[src/rtl/hm01b0_capture_ctrl_pkg.sv]
// Shared geometry defaults and FSM state encoding for the hm01b0 capture slice.
package hm01b0_pkg;

    localparam int unsigned DEF_WIDTH       = 320;
    localparam int unsigned DEF_HEIGHT      = 240;
    localparam int unsigned DEF_STRIPE_ROWS = 8;

    typedef enum logic [2:0] {
        IDLE,
        SYNC,
        ARM,
        CAPTURE,
        DRAIN
    } state_t;

    // Two banks of STRIPE_ROWS lines each.
    function automatic int unsigned stripe_addr_w(input int unsigned width, input int unsigned rows);
        return $clog2(2 * width * rows);
    endfunction

endpackage

[src/rtl/hm01b0_capture_ctrl_if.sv]
// Stripe buffer write port plus the stripe valid/done handshake toward the block formatter.
interface hm01b0_capture_ctrl_if #(
    parameter int unsigned ADDR_W = 13
);
    logic              wr_en;
    logic [ADDR_W-1:0] wr_addr;
    logic [7:0]        wr_data;
    logic              stripe_valid;
    logic              stripe_bank;
    logic              stripe_done;

    modport master (
        output wr_en, wr_addr, wr_data, stripe_valid, stripe_bank,
        input  stripe_done
    );

    modport slave (
        input  wr_en, wr_addr, wr_data, stripe_valid, stripe_bank,
        output stripe_done
    );
endinterface

[src/rtl/hm01b0_capture_ctrl_edge_det.sv]
// Single input register stage for the camera bus, with rise/fall pulses for hsync and vsync.
module hm01b0_edge_det (
    input  logic       clock,
    input  logic       reset,
    input  logic [7:0] pixdata,
    input  logic       hsync,
    input  logic       vsync,
    output logic [7:0] pix_q,
    output logic       hsync_q,
    output logic       vsync_q,
    output logic       hsync_rise,
    output logic       hsync_fall,
    output logic       vsync_rise,
    output logic       vsync_fall
);
    logic hsync_qq;
    logic vsync_qq;

    always_ff @(posedge clock) begin
        if (reset) begin
            pix_q    <= '0;
            hsync_q  <= 1'b0;
            vsync_q  <= 1'b0;
            hsync_qq <= 1'b0;
            vsync_qq <= 1'b0;
        end else begin
            pix_q    <= pixdata;
            hsync_q  <= hsync;
            vsync_q  <= vsync;
            hsync_qq <= hsync_q;
            vsync_qq <= vsync_q;
        end
    end

    // Edges are aligned with the registered stage so they coincide with pix_q.
    assign hsync_rise = hsync_q & ~hsync_qq;
    assign hsync_fall = ~hsync_q & hsync_qq;
    assign vsync_rise = vsync_q & ~vsync_qq;
    assign vsync_fall = ~vsync_q & vsync_qq;

endmodule

[src/rtl/hm01b0_capture_ctrl.sv]
// Single-frame capture from the hm01b0 stream into a two-bank stripe buffer with stripe handshake.
// Optional line/frame geometry checking is enabled by defining HM01B0_CAPTURE_GEOM_CHECK_EN.
module hm01b0_capture_ctrl
    import hm01b0_pkg::*;
#(
    parameter int unsigned WIDTH       = DEF_WIDTH,
    parameter int unsigned HEIGHT      = DEF_HEIGHT,
    parameter int unsigned STRIPE_ROWS = DEF_STRIPE_ROWS,
    parameter int unsigned ADDR_W      = stripe_addr_w(WIDTH, STRIPE_ROWS)
) (
    input  logic       clock,
    input  logic       reset,
    input  logic [7:0] pixdata,
    input  logic       hsync,
    input  logic       vsync,
    input  logic       frame_req,
    output logic       frame_busy,
    output logic       frame_done,
    output logic       overflow,
`ifdef HM01B0_CAPTURE_GEOM_CHECK_EN
    output logic       geom_err,
`endif
    hm01b0_capture_ctrl_if.master sbuf
);
    localparam int unsigned COL_W = $clog2(WIDTH + 1);
    localparam int unsigned ROW_W = $clog2(HEIGHT + 2);
    localparam int unsigned RIS_W = $clog2(STRIPE_ROWS + 1);

    localparam logic [COL_W-1:0]  WIDTH_C    = COL_W'(WIDTH);
    localparam logic [ROW_W-1:0]  HEIGHT_C   = ROW_W'(HEIGHT);
    localparam logic [RIS_W-1:0]  RIS_FULL   = RIS_W'(STRIPE_ROWS);
    localparam logic [ADDR_W-1:0] BANK_OFS   = ADDR_W'(WIDTH * STRIPE_ROWS);
    localparam logic [ADDR_W-1:0] ROW_STRIDE = ADDR_W'(WIDTH);

    logic [7:0] pix_q;
    logic       hsync_q, vsync_q;
    logic       hsync_rise, hsync_fall, vsync_rise, vsync_fall;

    state_t             state, state_n;
    logic [COL_W-1:0]   col, col_n, col_cur;
    logic [ROW_W-1:0]   row, row_n;
    logic [RIS_W-1:0]   ris, ris_n;
    logic               wr_bank, wr_bank_n;
    logic               rd_bank, rd_bank_n;
    logic [1:0]         bank_full, full_n;
    logic               busy_n, done_n, ovf_n;
    logic               pix_ok, wr_en_c;
`ifdef HM01B0_CAPTURE_GEOM_CHECK_EN
    logic               geom_n;
`endif

    hm01b0_edge_det u_edge (
        .clock      (clock),
        .reset      (reset),
        .pixdata    (pixdata),
        .hsync      (hsync),
        .vsync      (vsync),
        .pix_q      (pix_q),
        .hsync_q    (hsync_q),
        .vsync_q    (vsync_q),
        .hsync_rise (hsync_rise),
        .hsync_fall (hsync_fall),
        .vsync_rise (vsync_rise),
        .vsync_fall (vsync_fall)
    );

    always_ff @(posedge clock) begin
        if (reset) begin
            state      <= IDLE;
            col        <= '0;
            row        <= '0;
            ris        <= '0;
            wr_bank    <= 1'b0;
            rd_bank    <= 1'b0;
            bank_full  <= '0;
            frame_busy <= 1'b0;
            frame_done <= 1'b0;
            overflow   <= 1'b0;
`ifdef HM01B0_CAPTURE_GEOM_CHECK_EN
            geom_err   <= 1'b0;
`endif
        end else begin
            state      <= state_n;
            col        <= col_n;
            row        <= row_n;
            ris        <= ris_n;
            wr_bank    <= wr_bank_n;
            rd_bank    <= rd_bank_n;
            bank_full  <= full_n;
            frame_busy <= busy_n;
            frame_done <= done_n;
            overflow   <= ovf_n;
`ifdef HM01B0_CAPTURE_GEOM_CHECK_EN
            geom_err   <= geom_n;
`endif
        end
    end

    always_comb begin
        state_n   = state;
        col_n     = col;
        row_n     = row;
        ris_n     = ris;
        wr_bank_n = wr_bank;
        rd_bank_n = rd_bank;
        full_n    = bank_full;
        busy_n    = frame_busy;
        done_n    = 1'b0;
        ovf_n     = overflow;
        wr_en_c   = 1'b0;
`ifdef HM01B0_CAPTURE_GEOM_CHECK_EN
        geom_n    = geom_err;
`endif
        // A fresh line always starts at column 0, even in its first pixel cycle.
        col_cur = hsync_rise ? '0 : col;
        pix_ok  = (state == CAPTURE) && hsync_q && vsync_q &&
                  (col_cur < WIDTH_C) && (row < HEIGHT_C);

        // Release is applied first so a same-cycle fill of the released bank still wins.
        if (sbuf.stripe_done && bank_full[rd_bank]) begin
            full_n[rd_bank] = 1'b0;
            rd_bank_n       = ~rd_bank;
        end

        unique case (state)
            IDLE: begin
                if (frame_req) begin
                    ovf_n   = 1'b0;
                    busy_n  = 1'b1;
                    state_n = SYNC;
`ifdef HM01B0_CAPTURE_GEOM_CHECK_EN
                    geom_n  = 1'b0;
`endif
                end
            end
            SYNC: begin
                if (!vsync_q) state_n = ARM;
            end
            ARM: begin
                if (vsync_rise) begin
                    col_n     = '0;
                    row_n     = '0;
                    ris_n     = '0;
                    wr_bank_n = 1'b0;
                    rd_bank_n = 1'b0;
                    state_n   = CAPTURE;
                end
            end
            CAPTURE: begin
                col_n = col_cur;
                if (pix_ok) begin
                    col_n = col_cur + 1'b1;
                    if (bank_full[wr_bank]) ovf_n   = 1'b1;
                    else                    wr_en_c = 1'b1;
                end
                if (hsync_fall) begin
`ifdef HM01B0_CAPTURE_GEOM_CHECK_EN
                    if (col != WIDTH_C) geom_n = 1'b1;
`endif
                    col_n = '0;
                    if (row <= HEIGHT_C) row_n = row + 1'b1;
                    ris_n = ris + 1'b1;
                    if (ris_n == RIS_FULL) begin
                        full_n[wr_bank] = 1'b1;
                        wr_bank_n       = ~wr_bank;
                        ris_n           = '0;
                    end
                end
                // ris_n/row_n already include a line ending in this same cycle.
                if (vsync_fall) begin
                    if (ris_n != '0) begin
                        full_n[wr_bank] = 1'b1;
                        ris_n           = '0;
                    end
`ifdef HM01B0_CAPTURE_GEOM_CHECK_EN
                    if (row_n != HEIGHT_C) geom_n = 1'b1;
`endif
                    state_n = DRAIN;
                end
            end
            DRAIN: begin
                if (bank_full == '0) begin
                    done_n  = 1'b1;
                    busy_n  = 1'b0;
                    state_n = IDLE;
                end
            end
            default: state_n = IDLE;
        endcase
    end

    assign sbuf.wr_en        = wr_en_c;
    assign sbuf.wr_addr      = (wr_bank ? BANK_OFS : '0) + ADDR_W'(ris) * ROW_STRIDE + ADDR_W'(col_cur);
    assign sbuf.wr_data      = pix_q;
    assign sbuf.stripe_valid = bank_full[rd_bank];
    assign sbuf.stripe_bank  = rd_bank;

endmodule

[src/flat_wrapper.sv]
// flat-port wrapper written by rule: the top's interface ports become plain ports
module hm01b0_capture_ctrl_flat import hm01b0_pkg::*;
#(
    parameter int unsigned WIDTH       = DEF_WIDTH,
    parameter int unsigned HEIGHT      = DEF_HEIGHT,
    parameter int unsigned STRIPE_ROWS = DEF_STRIPE_ROWS,
    parameter int unsigned ADDR_W      = stripe_addr_w(WIDTH, STRIPE_ROWS)
)
  (clock, reset, pixdata, hsync, vsync, frame_req, frame_busy, frame_done, overflow, sbuf_wr_en, sbuf_wr_addr, sbuf_wr_data, sbuf_stripe_valid, sbuf_stripe_bank, sbuf_stripe_done);
  hm01b0_capture_ctrl_if #(.ADDR_W(ADDR_W)) sbuf_i ();
  input  logic clock;
  input  logic reset;
  input  logic [7:0] pixdata;
  input  logic hsync;
  input  logic vsync;
  input  logic frame_req;
  output logic frame_busy;
  output logic frame_done;
  output logic overflow;
  output wire logic [$bits(sbuf_i.wr_en)-1:0] sbuf_wr_en;
  output wire logic [$bits(sbuf_i.wr_addr)-1:0] sbuf_wr_addr;
  output wire logic [$bits(sbuf_i.wr_data)-1:0] sbuf_wr_data;
  output wire logic [$bits(sbuf_i.stripe_valid)-1:0] sbuf_stripe_valid;
  output wire logic [$bits(sbuf_i.stripe_bank)-1:0] sbuf_stripe_bank;
  input wire logic [$bits(sbuf_i.stripe_done)-1:0] sbuf_stripe_done;
  assign sbuf_wr_en = sbuf_i.wr_en;
  assign sbuf_wr_addr = sbuf_i.wr_addr;
  assign sbuf_wr_data = sbuf_i.wr_data;
  assign sbuf_stripe_valid = sbuf_i.stripe_valid;
  assign sbuf_stripe_bank = sbuf_i.stripe_bank;
  assign sbuf_i.stripe_done = sbuf_stripe_done;
  hm01b0_capture_ctrl #(.WIDTH(WIDTH), .HEIGHT(HEIGHT), .STRIPE_ROWS(STRIPE_ROWS), .ADDR_W(ADDR_W)) u_core (.clock(clock), .reset(reset), .pixdata(pixdata), .hsync(hsync), .vsync(vsync), .frame_req(frame_req), .frame_busy(frame_busy), .frame_done(frame_done), .overflow(overflow), .sbuf(sbuf_i));
endmodule
[config.mk]
export PLATFORM = sky130hd
export DESIGN_NAME = hm01b0_capture_ctrl_flat
export DESIGN_NICKNAME = d
export VERILOG_FILES = /design/src/rtl/hm01b0_capture_ctrl_pkg.sv /design/src/rtl/hm01b0_capture_ctrl_if.sv /design/src/rtl/hm01b0_capture_ctrl_edge_det.sv /design/src/rtl/hm01b0_capture_ctrl.sv /design/src/flat_wrapper.sv
export SDC_FILE = /design/constraint.sdc
export NUM_CORES = 1
export LEC_CHECK = 0
export CAP_MARGIN = 30
export CORE_ASPECT_RATIO = 1.25
export CORE_UTILIZATION = 35
export DETAILED_ROUTE_END_ITERATION = 10
export RECOVER_POWER = 100
export SYNTH_ARGS = -nofsm -noshare
export SYNTH_HDL_FRONTEND = slang
export SYNTH_HIERARCHICAL = 1
export SYNTH_SLANG_ARGS = --single-unit
[constraint.sdc]
create_clock -name clock -period 4.71 [get_ports clock]
set_clock_uncertainty 0.2 [all_clocks]
set_input_delay 0.471 -clock clock [delete_from_list [all_inputs] [get_ports clock]]
set_output_delay 0.471 -clock clock [all_outputs]
set_load 0.005 [all_outputs]
* Word-level counts from Yosys, hierarchy flattened *
Index checks and enable logic that the tools add are counted.

storage, ports and cells
  flip-flop bits (word level) = 43
  logic and storage cells = 134

cells by class
  equality and inequality tests = 15
  muxes and demuxes = 56
  $lt $le $gt $ge = 7
  multipliers = 1
  reductions and logical operators = 20
  bitwise gates (word level) = 15
  add/subtract/negate cells = 5

operator list
  kind                                               number
  two-way mux 9 bit                                  4
  two-way mux 4 bit                                  6
  two-way mux 8 bit                                  3
  two-way mux 1 bit                                  21
  case mux 9 bit (2 select lines)                    1
  case mux 8 bit (2 select lines)                    1
  two-way mux 3 bit                                  5
  case mux 3 bit (5 select lines)                    1
  two-way mux 2 bit                                  7
  != test 2 bit, second input constant               7
  adder 13 bit                                       1
  adder 13 x 9 -> 13 bit                             1
  two-way mux 12 bit                                 1
  AND reduction 4 bit                                3
  adder 9 x 1 -> 9 bit, second input constant        1
  less-than comparator 9 bit, second input constant  1
  adder 8 x 1 -> 8 bit, second input constant        1
  <= comparator 8 bit, second input constant         1
  less-than comparator 8 bit, second input constant  1
  case mux 4 bit (2 select lines)                    1
  logical AND 1 bit                                  7
  multiplier 4 x 3 -> 7 bit, second input constant   1
  NOT 1 bit                                          7
  == test 3 x 2 -> 1 bit, second input constant      2
  other kinds (21)                                   34

* Logic depth before layout (Yosys ltp) *
  depth after elaboration = 15
  mapped depth = 11
  mapped depth without buffers = 10

* By module *
Netlist, hierarchy kept.

by module, submodules not included
  module               instances  cells an instance  area each (µm²)
  hm01b0_capture_ctrl  1          254                2033.2
  hm01b0_edge_det      1          29                 391.6

* Worst setup path after synthesis *
OpenSTA, ideal clock, no wires.

  kind = reg-to-output
  from = register u_core.ris[1]
  to = output sbuf_wr_addr[12]
  data required time = 4.039 ns
  arrival time = 2.041 ns
  buffers on the path = 0
  cell stages (with the launch flop) = 8
  slack = 1.998 ns
  cell sequence = dfxtp_1 -> ha_1 -> ha_1 -> fa_1 -> xor2_1 -> ha_1 -> a31oi_1 -> xnor2_1

on the way
  cells in the longest elaborated chain, start to end = 3

RTL lines
  element                    RTL line                    text
  start, declared            hm01b0_capture_ctrl.sv:42   logic [RIS_W-1:0] ris, ris_n;
  start signal, assigned     hm01b0_capture_ctrl.sv:86   ris <= ris_n;
  multiplier 4 x 3 -> 7 bit  hm01b0_capture_ctrl.sv:193  assign sbuf.wr_addr = (wr_bank ? BANK_OFS : '0) + ADDR_W'(ris) * ROW_STRIDE + ADDR_W'(col_cur);
  adder 13 bit               hm01b0_capture_ctrl.sv:193
  adder 13 x 9 -> 13 bit     hm01b0_capture_ctrl.sv:193
  end, declared              flat_wrapper.sv:21          output wire logic [$bits(sbuf_i.wr_addr)-1:0] sbuf_wr_addr;

No other way between the ends.

* Worst setup path after layout *
  from = register u_core.u_edge.hsync_q
  to = output sbuf_wr_addr[12]

on the way
  cells in the longest elaborated chain, start to end = 3

RTL lines
  element                      RTL line                            text
  start, declared              hm01b0_capture_ctrl_edge_det.sv:9   output logic hsync_q,
  start signal, assigned       hm01b0_capture_ctrl_edge_det.sv:28  hsync_q <= hsync;
  bitwise AND 1 bit            hm01b0_capture_ctrl_edge_det.sv:36  assign hsync_rise = hsync_q & ~hsync_qq;
  named net u_core.hsync_rise  hm01b0_capture_ctrl.sv:37           logic hsync_rise, hsync_fall, vsync_rise, vsync_fall;
  two-way mux 9 bit            hm01b0_capture_ctrl.sv:115          col_cur = hsync_rise ? '0 : col;
  adder 13 x 9 -> 13 bit       hm01b0_capture_ctrl.sv:193

The timed path passes the listed nets, and every way through them passes these cells.

==> key figures <==
STA
  – Tightest hold margin: 279 ps
  – Slew Limit Fails: 0
  – Final hold vios: 0
  – Final TNS setup: 0 ps
  – Setup-failing EPs final: 0
  – Unrepaired setup endpoints after global routing: no
  – Crit share post-route: 0.823
  – Worst slew pin tran: 877 ps
  – Fmax: 258 MHz
  – Worst rel slew slack: 0.414
  – Final min period: 3880 ps

Drt
  – DR WL met3: 170 um
  – DRT Wirelength: 5.22 mm
  – DRT iter0 DRCs: 96
  – Metal-1 WL: 2.33 mm
  – # DRC: 0
  – Routed len/inst: 12.8 um
  – Total number of vias: 2091
  – Routed met2 length: 2.65 mm
  – Antenna viol nets, final: 0
  – Drt pass-1 iters: 4
  – DR vias/cell: 5.11
  – Top routing layer used: met4

Critical path
  – CP Capture Type: output pin
  – Critical Path RT: 4040 ps
  – Critical path peak fanout: 12
  – Crit path arrival time: 3200 ps
  – Startpoint types: flip-flop
  – Setup CP Type: reg2out

Layout
  – Share of cells above drive strength 1: 0.0776
  – Synthesis-to-layout area growth: 21.7%
  – ANT cells: 0
  – Final Util: 0.444
  – Nets: 350

Pwr
  – Power per cell area: 230 nW/um^2
  – VDD IR max: 0.000126 V
  – Total power draw: 0.000678 W
  – Leakage: 1.17 nW

Clock tree
  – Clock transition at the registers of the reported paths: 90 ps
  – CTS sink cnt: 43
  – Postcts setup bufs: 0
  – Clk_lat worst skew: 300 ps
  – # hold bufs at CTS: 0
  – Post_cts resized: 0
  – CTS tree: done
  – Clock H-tree levels: 2
  – CTS Buf Count: 5
  – Root Buffer Master: clkbuf_8
  – Clock tree buffer depth: 2

Global routing
  – Vias in the first global route: 1965
  – First-pass GRT wire length: 9.11 mm
  – Largest net degree at the start of global routing: 23
  – Total track usage: 0.156
  – Total gr overflow: 0
  – Initial antenna violation count: 0

Die
  – I/O Pins: 41
  – Num rows: 33
  – Initial Util: 0.365
  – Die Y-Extent: 95.1 um
  – Die area: 7270 sq um
  – Placeable Area: 6650 sq um
  – Die width: 76.4 um

Synth
  – Top_reg_cell synth: dfxtp_1
  – Area contributors post-synth: dfxtp_1 36%, ha_1 6.7%, nor2_1 4.5%, nor2b_1 4.1%, nand2_1 4.0%
  – Synth area leader: dfxtp_1
  – FFs w/ async S/R, synth: 0
  – Mapped Cells: 283
  – Synth unique cells: 57
  – Synth Register Bits: 43
  – Post-Syn Area: 2420 sq um
  – Syn Area/Cell: 8.57 sq um
  – Synth Warn #: 6
  – Synth top area share: 0.355
  – Syn nets: 312
  – Share of the yosys chip area belonging to registers: 0.355
  – Count of flip-flops with a built-in enable after synthesis: 0

Outcome
  – Status: complete, no violations

Placement
  – RePlAce Congestion: 0.759
  – IO Port Bufs: 40
  – Hpwl dp: 3.90 mm

Min path
  – Min-delay worst type: reg2reg

Run
  – Max-Cap Viols: 0
power breakdown:
group	switching, W	total, W	internal, W	leakage (nW)
logic	0.0000318	0.0000614	0.0000296	0.784
registers	0.00000688	0.000378	0.000371	0.350
clock network	0.000136	0.000239	0.000103	0.0402
layer usage:
layer / vias to the layer above / global-route usage
li1: 1076 / -
met4: 0 / 0.0561
met2: 36 / 0.277
met3: 5 / 0.0268
met5: - / 0
met1: 974 / 0.190
final timing paths:
| kind | startpoint | slack [ps] | depth (start not counted) | end |
|---|---|---|---|---|
| max | u_core/u_edge/hsync_q | 830 | 10 | sbuf_wr_addr[12] |
| min | u_core/overflow | 280 | 2 | u_core/overflow |
| max reg2reg | u_core/u_edge/hsync_q | 2130 | 6 | u_core/col[1] |
| min reg2reg | u_core/overflow | 280 | 2 | u_core/overflow |
logic make-up after synthesis:
family	synth area share
multiplexers	0.00826
AND/OR/NAND/NOR	0.286
flip-flops	0.355
AO/OA/AOI/OAI	0.184
buffers and inverters	0.0500
XOR/XNOR	0.0325
adder cells (fa/ha/maj)	0.0836
cell usage after synthesis, types with 3 or more instances:
master     count
nand2b_1       5
o21ai_0       13
nor2_1        29
o21ai_1        4
a2111oi_2      3
nand2_1       26
or3_1          6
buf_6          3
nand3_1       11
ha_1          13
a22oi_1        4
inv_1         12
o211ai_1       3
nor2b_2        8
dfxtp_1       43
xnor2_1        7
a21oi_1       15
nor3_1         6
nor2b_1       16
sequential cells by signal, indices dropped and copies added (netlist names), 2 cells and up:
register and cells:
u_core/state 3, u_core/bank_full 2, u_core/col 9, u_core/ris 4, u_core/u_edge/pix_q 8, u_core/row 8
through the flow:
step                cells  cell area (sq um)  setup slack (ps)
finish                409               2950               834
floorplan             283               2420              2000
global placement      401               2870              1280
detailed placement    401               2870              1190
global route          409               2950               509
CTS                   409               2950               842
cells in the final DEF (no fill, tap or decap), drive strengths merged, types with 3 or more instances in the layout:
cell,netlist,layout
a22oi,4,4
dfxtp,43,43
ha,13,13
clkdlybuf4s50,0,12
nand2,26,26
nor2,29,29
dlygate4sd3,0,28
nand3,11,11
or3,6,6
a2111oi,4,4
xnor2,7,7
a21oi,15,15
o211ai,3,3
nor2b,26,26
inv,12,12
nor3,6,6
nand2b,6,6
clkbuf,3,6
o21ai,18,18
area by class of cell:
cell class	instances	area, sq um
tap	87	109
sequential	43	861
clock buffer	5	68.8
timing repair buffer	41	404
clock inverter	3	20.0
fill	673	3700
multi-input combinational	218	1440
inverter	12	45.0
critical path, cell delays in order (launching register included):
cell and delay (ps):
dfxtp_1 380, nor2b_1 610, nand2b_1 230, inv_1 60
ha_1 320, nor2b_1 140, o21ai_0 150, nand2b_1 100
a31oi_1 210, xnor2_1 130, dlygate4sd3_1 570
(Power assumes the default switching activity.)
